[src/rtl/uart_pkg.sv]
// uart_pkg: receiver states, data-width limits and the frame-length clamp shared by the UART receiver
package uart_pkg;
  typedef enum logic [2:0] {IDLE, START, DATA, PARITY, STOP, BREAK} state_t;
  localparam logic [3:0] MIN_DATA_BITS = 4'd5;
  function automatic logic [3:0] clamp_len(input logic [3:0] len, input logic [3:0] max_len);
    return len < MIN_DATA_BITS ? MIN_DATA_BITS : (len > max_len ? max_len : len);
  endfunction
endpackage

[src/rtl/uart_rx_fifo.sv]
// uart_rx_fifo: received-frame FIFO with registered head output
// Ports: clk/rst (async, active-high); push/wdata write side; pop/rdata read side (rdata is the head, 0 when empty);
//   full/empty status. Simultaneous push and pop is accepted even when full.
module uart_rx_fifo #(
  parameter int WIDTH = 9,
  parameter int DEPTH = 4
) (
  input  logic             clk,
  input  logic             rst,
  input  logic             push,
  input  logic             pop,
  input  logic [WIDTH-1:0] wdata,
  output logic [WIDTH-1:0] rdata,
  output logic             full,
  output logic             empty
);
  localparam int AW = $clog2(DEPTH);
  localparam int NW = AW + 1;
  logic [WIDTH-1:0] mem [DEPTH];
  logic [AW-1:0] rd, wr, rd_n;
  logic [NW-1:0] count, count_n;
  logic do_push, do_pop;
  assign full = count == NW'(DEPTH);
  assign empty = count == '0;
  assign do_pop = pop && !empty;
  assign do_push = push && (!full || do_pop);
  assign count_n = count + NW'(do_push) - NW'(do_pop);
  assign rd_n = rd + AW'(do_pop);
  always_ff @(posedge clk)
    if (do_push) mem[wr] <= wdata;
  // The head register loads the incoming word directly when it lands in an otherwise empty FIFO.
  always_ff @(posedge clk or posedge rst)
    if (rst) begin
      rd <= '0;
      wr <= '0;
      count <= '0;
      rdata <= '0;
    end else begin
      rd <= rd_n;
      wr <= wr + AW'(do_push);
      count <= count_n;
      rdata <= count_n == '0 ? '0 : (count == NW'(do_pop) ? wdata : mem[rd_n]);
    end
endmodule

[src/rtl/uart_rx_oversampled.sv]
// uart_rx_oversampled: 16x-oversampled UART receiver with majority vote, error/break detection and output FIFO
// Ports: clk_16bd 16x baud clock; rst async active-high; rx asynchronous serial line (idle high);
//   cfg_frame_len/cfg_parity_en/cfg_parity_odd/cfg_stop2 frame format, latched at start detection;
//   m_data/m_valid/m_ready FIFO head handshake; err_parity/err_frame/overrun/break_det one-cycle pulses.
// Define UART_RX_ERR_TAG_EN to keep errored frames in the FIFO, tagged on m_perr/m_ferr.
module uart_rx_oversampled
  import uart_pkg::*;
#(
  parameter int MAX_DATA_BITS = 9,
  parameter int OVERSAMPLE = 16,
  parameter int FIFO_DEPTH = 4
) (
  input  logic                     clk_16bd,
  input  logic                     rst,
  input  logic                     rx,
  input  logic [3:0]               cfg_frame_len,
  input  logic                     cfg_parity_en,
  input  logic                     cfg_parity_odd,
  input  logic                     cfg_stop2,
  output logic [MAX_DATA_BITS-1:0] m_data,
  output logic                     m_valid,
  input  logic                     m_ready,
`ifdef UART_RX_ERR_TAG_EN
  output logic                     m_perr,
  output logic                     m_ferr,
`endif
  output logic                     err_parity,
  output logic                     err_frame,
  output logic                     overrun,
  output logic                     break_det
);
  localparam int CW = $clog2(OVERSAMPLE);
  localparam logic [CW-1:0] T7 = CW'(OVERSAMPLE / 2 - 1);
  localparam logic [CW-1:0] T8 = CW'(OVERSAMPLE / 2);
  localparam logic [CW-1:0] T9 = CW'(OVERSAMPLE / 2 + 1);
`ifdef UART_RX_ERR_TAG_EN
  localparam int FW = MAX_DATA_BITS + 2;
`else
  localparam int FW = MAX_DATA_BITS;
`endif
  state_t state, state_n;
  logic [1:0] sync;
  logic [CW-1:0] cnt;
  logic [3:0] len, bit_idx;
  logic [MAX_DATA_BITS-1:0] data;
  logic [FW-1:0] wdata, rdata;
  logic rx_s, s7, s8, vote, tap9, wrap, brk;
  logic par_en, odd, stop2, second, par_bit, perr, ferr, fin;
  logic push, pop, full, empty;
  assign rx_s = sync[1];
  assign tap9 = cnt == T9;
  assign wrap = &cnt;
  assign vote = (s7 & s8) | (s7 & rx_s) | (s8 & rx_s);
  // A break is an all-zero frame whose first stop bit is also low.
  assign brk = ferr && !second && data == '0 && !(par_en && par_bit);
  assign m_valid = !empty;
  assign pop = m_valid && m_ready;
  assign m_data = rdata[MAX_DATA_BITS-1:0];
`ifdef UART_RX_ERR_TAG_EN
  assign push = fin && !brk;
  assign wdata = {perr, ferr, data};
  assign m_perr = rdata[FW-1];
  assign m_ferr = rdata[FW-2];
`else
  assign push = fin && !perr && !ferr;
  assign wdata = data;
`endif
  uart_rx_fifo #(.WIDTH(FW), .DEPTH(FIFO_DEPTH)) u_fifo (
    .clk(clk_16bd), .rst(rst), .push(push), .pop(pop), .wdata(wdata),
    .rdata(rdata), .full(full), .empty(empty)
  );
  always_ff @(posedge clk_16bd or posedge rst)
    if (rst) state <= IDLE;
    else state <= state_n;
  always_comb begin
    state_n = state;
    case (state)
      IDLE:    state_n = rx_s ? IDLE : START;
      START:   state_n = tap9 && vote ? IDLE : (wrap ? DATA : START);
      DATA:    state_n = wrap && bit_idx == len ? (par_en ? PARITY : STOP) : DATA;
      PARITY:  state_n = wrap ? STOP : PARITY;
      STOP:    state_n = fin ? (brk ? BREAK : IDLE) : STOP;
      BREAK:   state_n = rx_s && wrap ? IDLE : BREAK;
      default: state_n = IDLE;
    endcase
  end
  // fin marks the cycle after the last stop-bit vote; the frame is retired there without waiting for wrap.
  always_ff @(posedge clk_16bd or posedge rst)
    if (rst) begin
      sync <= 2'b11;
      cnt <= '0;
      s7 <= 1'b1;
      s8 <= 1'b1;
      len <= MIN_DATA_BITS;
      bit_idx <= '0;
      data <= '0;
      par_en <= 1'b0;
      odd <= 1'b0;
      stop2 <= 1'b0;
      second <= 1'b0;
      par_bit <= 1'b0;
      perr <= 1'b0;
      ferr <= 1'b0;
      fin <= 1'b0;
      err_parity <= 1'b0;
      err_frame <= 1'b0;
      overrun <= 1'b0;
      break_det <= 1'b0;
    end else begin
      sync <= {sync[0], rx};
      cnt <= (state == IDLE || fin || (state == BREAK && !rx_s)) ? '0 : cnt + 1'b1;
      if (cnt == T7) s7 <= rx_s;
      if (cnt == T8) s8 <= rx_s;
      if (state == IDLE && !rx_s) begin
        len <= clamp_len(cfg_frame_len, 4'(MAX_DATA_BITS));
        par_en <= cfg_parity_en;
        odd <= cfg_parity_odd;
        stop2 <= cfg_stop2;
        bit_idx <= '0;
        data <= '0;
        second <= 1'b0;
        par_bit <= 1'b0;
        perr <= 1'b0;
        ferr <= 1'b0;
      end
      if (state == DATA && tap9) begin
        data <= data | (MAX_DATA_BITS'(vote) << bit_idx);
        bit_idx <= bit_idx + 4'd1;
      end
      if (state == PARITY && tap9) begin
        par_bit <= vote;
        perr <= (^data ^ vote) != odd;
      end
      if (state == STOP && tap9 && !vote) ferr <= 1'b1;
      if (state == STOP && wrap) second <= 1'b1;
      fin <= state == STOP && tap9 && (!vote || !stop2 || second);
      err_parity <= fin && perr;
      err_frame <= fin && ferr && !brk;
      break_det <= fin && brk;
      overrun <= push && full && !pop;
    end
endmodule

[config.mk]
export PLATFORM = sky130hd
export DESIGN_NAME = uart_rx_oversampled
export DESIGN_NICKNAME = d
export VERILOG_FILES = /design/src/rtl/uart_pkg.sv /design/src/rtl/uart_rx_fifo.sv /design/src/rtl/uart_rx_oversampled.sv
export SDC_FILE = /design/constraint.sdc
export NUM_CORES = 1
export LEC_CHECK = 0
export ABC_AREA = 1
export BUFFER_PORTS_ARGS = -buffer_cell sky130_fd_sc_hd__clkbuf_2
export CORE_MARGIN = 5
export CORE_UTILIZATION = 60
export DETAILED_ROUTE_END_ITERATION = 8
export GPL_TIMING_DRIVEN = 0
export PLACE_DENSITY = 0.83
export SLEW_MARGIN = 20
export SYNTH_ARGS = -nofsm -noshare
export SYNTH_HDL_FRONTEND = slang
export SYNTH_HIERARCHICAL = 1
export SYNTH_SLANG_ARGS = --single-unit
export TNS_END_PERCENT = 1
[constraint.sdc]
create_clock -name clk_16bd -period 7.5 [get_ports clk_16bd]
set_input_delay 2.25 -clock clk_16bd [delete_from_list [all_inputs] [get_ports clk_16bd]]
set_output_delay 2.25 -clock clk_16bd [all_outputs]
set_load 0.03 [all_outputs]
* Yosys cells after proc, flatten, opt, wreduce, memory -nomap -nowiden
Memory sizes are Yosys's and may differ from the RTL's. Index checks and enable logic that the tools add are counted.
Word-level totals: bits in registers 56, bits in writable memories 36, output and inout port bits 14, logic and storage cells 131, memories 1
Memories:
- u_fifo.mem | words 4, width 9, read ports 1, clocked after Yosys merged registers in 0, wr ports 1, line uart_rx_fifo.sv:19 | logic [WIDTH-1:0] mem [DEPTH];
Cells by class: add/sub/neg operators 6, order comparisons 2, equality and inequality tests 12, shift operators 1, muxes and demuxes 26, bitwise logic cells 7, reductions and logical operators 52
Operator list (number):
- $mux 9 | 4
- $logic_and 1x1->1 | 26
- $mux 4 | 5
- $mux 3 | 6
- $pmux 3 s6 | 1
- $logic_not 1->1 | 11
- $eq 3x3->1 const B | 3
- $logic_not 3->1 | 3
- $logic_not 9->1 | 1
- $or 9x9->9 | 1
- $reduce_xor 9->1 | 1
- $shl 1x4->9 | 1
- $add 4x1->4 const B | 2
- $eq 4x4->1 const B | 2
- $mux 1 | 8
- $reduce_bool 2->1 | 4
- $eq 3x2->1 const B | 2
- $logic_or 1x1->1 | 5
- $add 2x1->2 | 2
- $eq 4x3->1 const B | 1
- $eq 4x4->1 | 1
- $gt 4x4->1 const B | 1
- $lt 4x3->1 const B | 1
- $mux 2 | 2
- other kinds (9) | 12

* Depth between registers and ports, before layout
depth in word-level cells 10, depth in mapped cells 15, mapped depth without buffers 14

* By module
Netlist, hierarchy kept.
By module, submodules not included:
- uart_rx_fifo | times used 1, cells each 229, area each 2285.9 µm²
- uart_rx_oversampled | times used 1, cells each 238, area each 2070.7 µm²

* Worst setup path before layout
No wires, ideal clock.
path type input port to flip-flop, from input m_ready, to register u_fifo.rdata[0], setup time 0.117 ns, arrival time 3.960 ns, path slack 3.423 ns, stages on the path 11, path buffers 0, cells stage by stage inv_1 -> nor2_1 -> nand2_1 -> or2_1 -> nand2_1 -> ha_1 -> fa_1 -> nor2_1 -> nand3_2 -> nand2_1 -> nor2_1
On the way: cells in the longest elaborated chain, start to end 8, elaborated cells on any way between the ends 12, classes of those cells 3 x add/sub; 1 x eq/ne; 2 x mux; 5 x reduce/logical; 1 x memory
RTL lines:
- start: declaration | line uart_rx_oversampled.sv:22 | input logic m_ready,
- $logic_and 1x1->1 (*) | line uart_rx_oversampled.sv:57 | assign pop = m_valid && m_ready;
- via pop | line uart_rx_oversampled.sv:49 | logic push, pop, full, empty;
- $logic_and 1x1->1 (*) | line uart_rx_fifo.sv:25 | assign do_pop = pop && !empty;
- $logic_or 1x1->1 | line uart_rx_fifo.sv:26 | assign do_push = push && (!full || do_pop);
- $logic_and 1x1->1 | line uart_rx_fifo.sv:26
- $add 3x1->3 | line uart_rx_fifo.sv:27 | assign count_n = count + NW'(do_push) - NW'(do_pop);
- $sub 3x1->3 (*) | line uart_rx_fifo.sv:27
- via u_fifo.count_n[1] | line uart_rx_fifo.sv:21 | logic [NW-1:0] count, count_n;
- $logic_not 3->1 (*) | line uart_rx_fifo.sv:42 | rdata <= count_n == '0 ? '0 : (count == NW'(do_pop) ? wdata : mem[rd_n]);
- $mux 9 (*) | line uart_rx_fifo.sv:42
- end signal: assignment | line uart_rx_fifo.sv:42
- end: declaration | line uart_rx_fifo.sv:13 | output logic [WIDTH-1:0] rdata,
Mark *: on every way through the listed nets, which the timed path passes. The rest lies on a longest branch. A chain may end at the register's enable or synchronous reset.

* Worst setup path in the final report
from input m_ready, to register u_fifo.rdata[5]
Same word-level chain as after synthesis.

==> impl_metrics.tcl <==
set metrics [dict create \
    final_common_cell "nand2_1" \
    syn_area_sq_um 4357 \
    p_int_uw 985.2 \
    rows 31 \
    hold_path_depth 0 \
    ant_nets 0 \
    dr.first_iter.drc_count 125 \
    core_area_sq_um 7176 \
    fmax_mhz 247.6 \
    cp-start-kind "input port" \
    highest_layer "met4" \
    drcViolationCount 0 \
    r2r-start "u_fifo/count[2]$_DFF_PP0_" \
    synth.net_count 490 \
    clkSinkCount 92 \
    cts_tree "built" \
    wl_met1_um 3241 \
    criticalPathCategory "input port to flip-flop" \
    critPathTopFamily "simple AND/OR/NAND/NOR gates" \
    syn_avg_cell_area_sq_um 9.329 \
    die_w_um 95.21 \
    path_buf_inv 2 \
    min_to "sync[1]$_DFF_PP1_" \
    endpoint_kind "flip-flop" \
    cts_hold_buffers 0 \
    drive_above_1_share_pct 17.32 \
    slew_violations 0 \
    die_area_sq_um 9065 \
    final_hold_viol_count 0 \
    fin_worst_skew_ns 0.01191 \
    hp-start "sync[0]$_DFF_PP1_" \
    clkTransAtPathRegs_ns 0.09 \
    nFillCells 571 \
    p_sw_uw 660.9 \
    required_ns 7.75 \
    ys_types 37 \
    tightest_slew_ns 0.8568 \
    r2r_end "u_fifo/rdata[5]$_DFF_PP0_" \
    cts-root-buf "clkbuf_8" \
    setup_ws_ns 3.462 \
    grt_pass1_wl_um 13330 \
    n_antenna_cell 0 \
    final_cell_mix "129 x nand2_1, 64 x inv_1, 50 x dfrtp_1" \
    firstDrtPassIters 4 \
    grt_max_degree 25 \
    ctsLongestPathBuffers 2 \
    combPwrFrac_pct 41.3 \
    yosysSeqAreaShare_pct 57.15 \
    clockPowerShare_pct 18.0 \
    numCtsBuffers 9 \
    wl_um 7611 \
    swShare_pct 40.15 \
    ff2ff_setup_slack_ns 4.78 \
    seq_power_share_pct 40.7 \
    wl_met3_um 252 \
    crit_slowest_cell "fa_1" \
    place_congestion 0.8440 \
    synth_cells 467 \
    cts_setup_buffers 0 \
    cap_violations 0 \
    io_buffers 24 \
    viasPerCell 4.982 \
    cpPeakStageDelay_ns 0.43 \
    finalNetCount 526 \
    cp_max_fo 9 \
    h-tree-depth 3 \
    yosysWarnings 6 \
    power_density_nw_per_um2 341.4 \
    post-place-ws_ns 3.080 \
    io_pins 25 \
    fin_setup_tns_ns 0 \
    clk_latency_ns 0.35 \
    grt_pass1_vias 3011 \
    area_growth_pct 10.68 \
    r2r_cells 14 \
    start_util_pct 60.71 \
    worstPathCellList "clkbuf_2 -> inv_1 -> nor2_1 -> nand2_1 -> or2_1 -> nand2_1 -> ha_1 -> fa_1 -> nor2_1 -> nand3_2 -> nand2_1 -> nor2_1" \
    setup_viol 0 \
    layout_min_cycle_time_ns 4.038 \
    ys_ff_latch 92 \
    status "completed" \
    slew_headroom_pct 42.57 \
    hp-class "flip-flop to flip-flop" \
    dieHeight_um 95.21 \
    arrival_ns 4.29 \
    final.period_utilization_pct 53.85 \
    grt_usage_pct 18.97 \
    dp_hpwl_um 5699 \
    routedWlPerCell_um 12.54 \
    antenna_found_initial 0 \
    cts.repair.resized 0 \
    wl_met2_um 4052 \
    leakage_nw 2.284 \
    ir_drop_mv 0.2043 \
    num_vias 3024 \
    grt_overflow 0 \
    rsz0062_at_grt "no" \
]
## through the flow
stage	hold slack, ns	util [%]	power [mW]	area (sq um)	std cells
final	0.3603	67.20	1.646	4822	607
after global routing	0.3714	67.20	1.791	4822	607
after CTS	0.3629	67.06	1.658	4812	607
after detailed placement	0.3501	64.64	1.363	4638	591
after global placement	0.3462	64.12	1.333	4601	590
after floorplan	0.3452	-	1.213	4357	467
## power groups by stage
stage                     Sequential [mW]  Combinational (mW)  Clock, mW
after floorplan                     0.718               0.494          0
after global placement              0.675               0.658          0
after detailed placement            0.679               0.683          0
after CTS                           0.669               0.685      0.303
after global routing                0.680               0.784      0.328
final                               0.669               0.680      0.297
## final cells by class
cell class / instances / area, sq um / share of cell area [%]
plain buffers: 6 / 60.06 / 1.245
repair buffers: 25 / 147.6 / 3.062
multi-input cells: 293 / 1541 / 31.97
flip-flops and latches: 92 / 2490 / 51.63
inverters: 76 / 285.3 / 5.916
well taps: 99 / 123.9 / 2.569
clock buffers: 13 / 148.9 / 3.088
clock inverters: 3 / 25.02 / 0.5189
## logic make-up after synthesis
group,Yosys count,synth area share [%]
adders and majority gates,12,3.619
AOI/OAI and AO/OA,44,6.778
buffers and inverters,82,7.926
xor gates and xnor gates,9,1.809
DFF,92,57.15
and+or+nand+nor,228,22.72
## how the worst max path moves through the flow
| stage | start | end | slack, ns | depth (start not counted) |
|---|---|---|---|---|
| 2_1_floorplan | m_ready | u_fifo/rdata[0]$_DFF_PP0_ | 3.42 | 11 |
| 3_3_place_gp | m_ready | u_fifo/rdata[7]$_DFF_PP0_ | 3.12 | 12 |
| 3_5_place_dp | m_ready | u_fifo/rdata[5]$_DFF_PP0_ | 3.08 | 12 |
| 4_1_cts | m_ready | u_fifo/rdata[5]$_DFF_PP0_ | 3.46 | 12 |
| 5_1_grt | m_ready | u_fifo/rdata[5]$_DFF_PP0_ | 3.34 | 12 |
| 6_report | m_ready | u_fifo/rdata[5]$_DFF_PP0_ | 3.46 | 12 |
## cells in the mapped netlist (all sizes together)
master	count	area share, %
dfstp	6	3.6
fa	1	0.46
a21oi	5	0.92
o211ai	2	0.34
nand3b	1	0.17
nand3	25	3.2
dfrtp	50	29
nand2	135	12
buf	6	1.4
edfxtp	36	25
o31ai	1	0.17
or2	1	0.14
nor3	8	0.92
inv	76	6.5
xnor2	2	0.40
xor2	7	1.4
ha	11	3.2
a31oi	2	0.63
o21ai	24	3.3
nor4	1	0.14
nand4	4	0.57
nor2	53	5.5
o22ai	10	1.4
## metal layers
metal,global-route usage [%],vias to the layer above
li1,-,1569
met1,22.57,1394
met2,33.99,53
met3,4.815,8
met4,5.168,0
met5,0,-
## sequential cells by signal (all words and copies together) (netlist names), 2 cells and up
register	flops
bit_idx	4
cnt	4
data	9
len	4
state	3
sync	2
u_fifo/count	3
u_fifo/mem	36
u_fifo/rd	2
u_fifo/rdata	9
u_fifo/wr	2
Power figures use the tool's default switching activity.
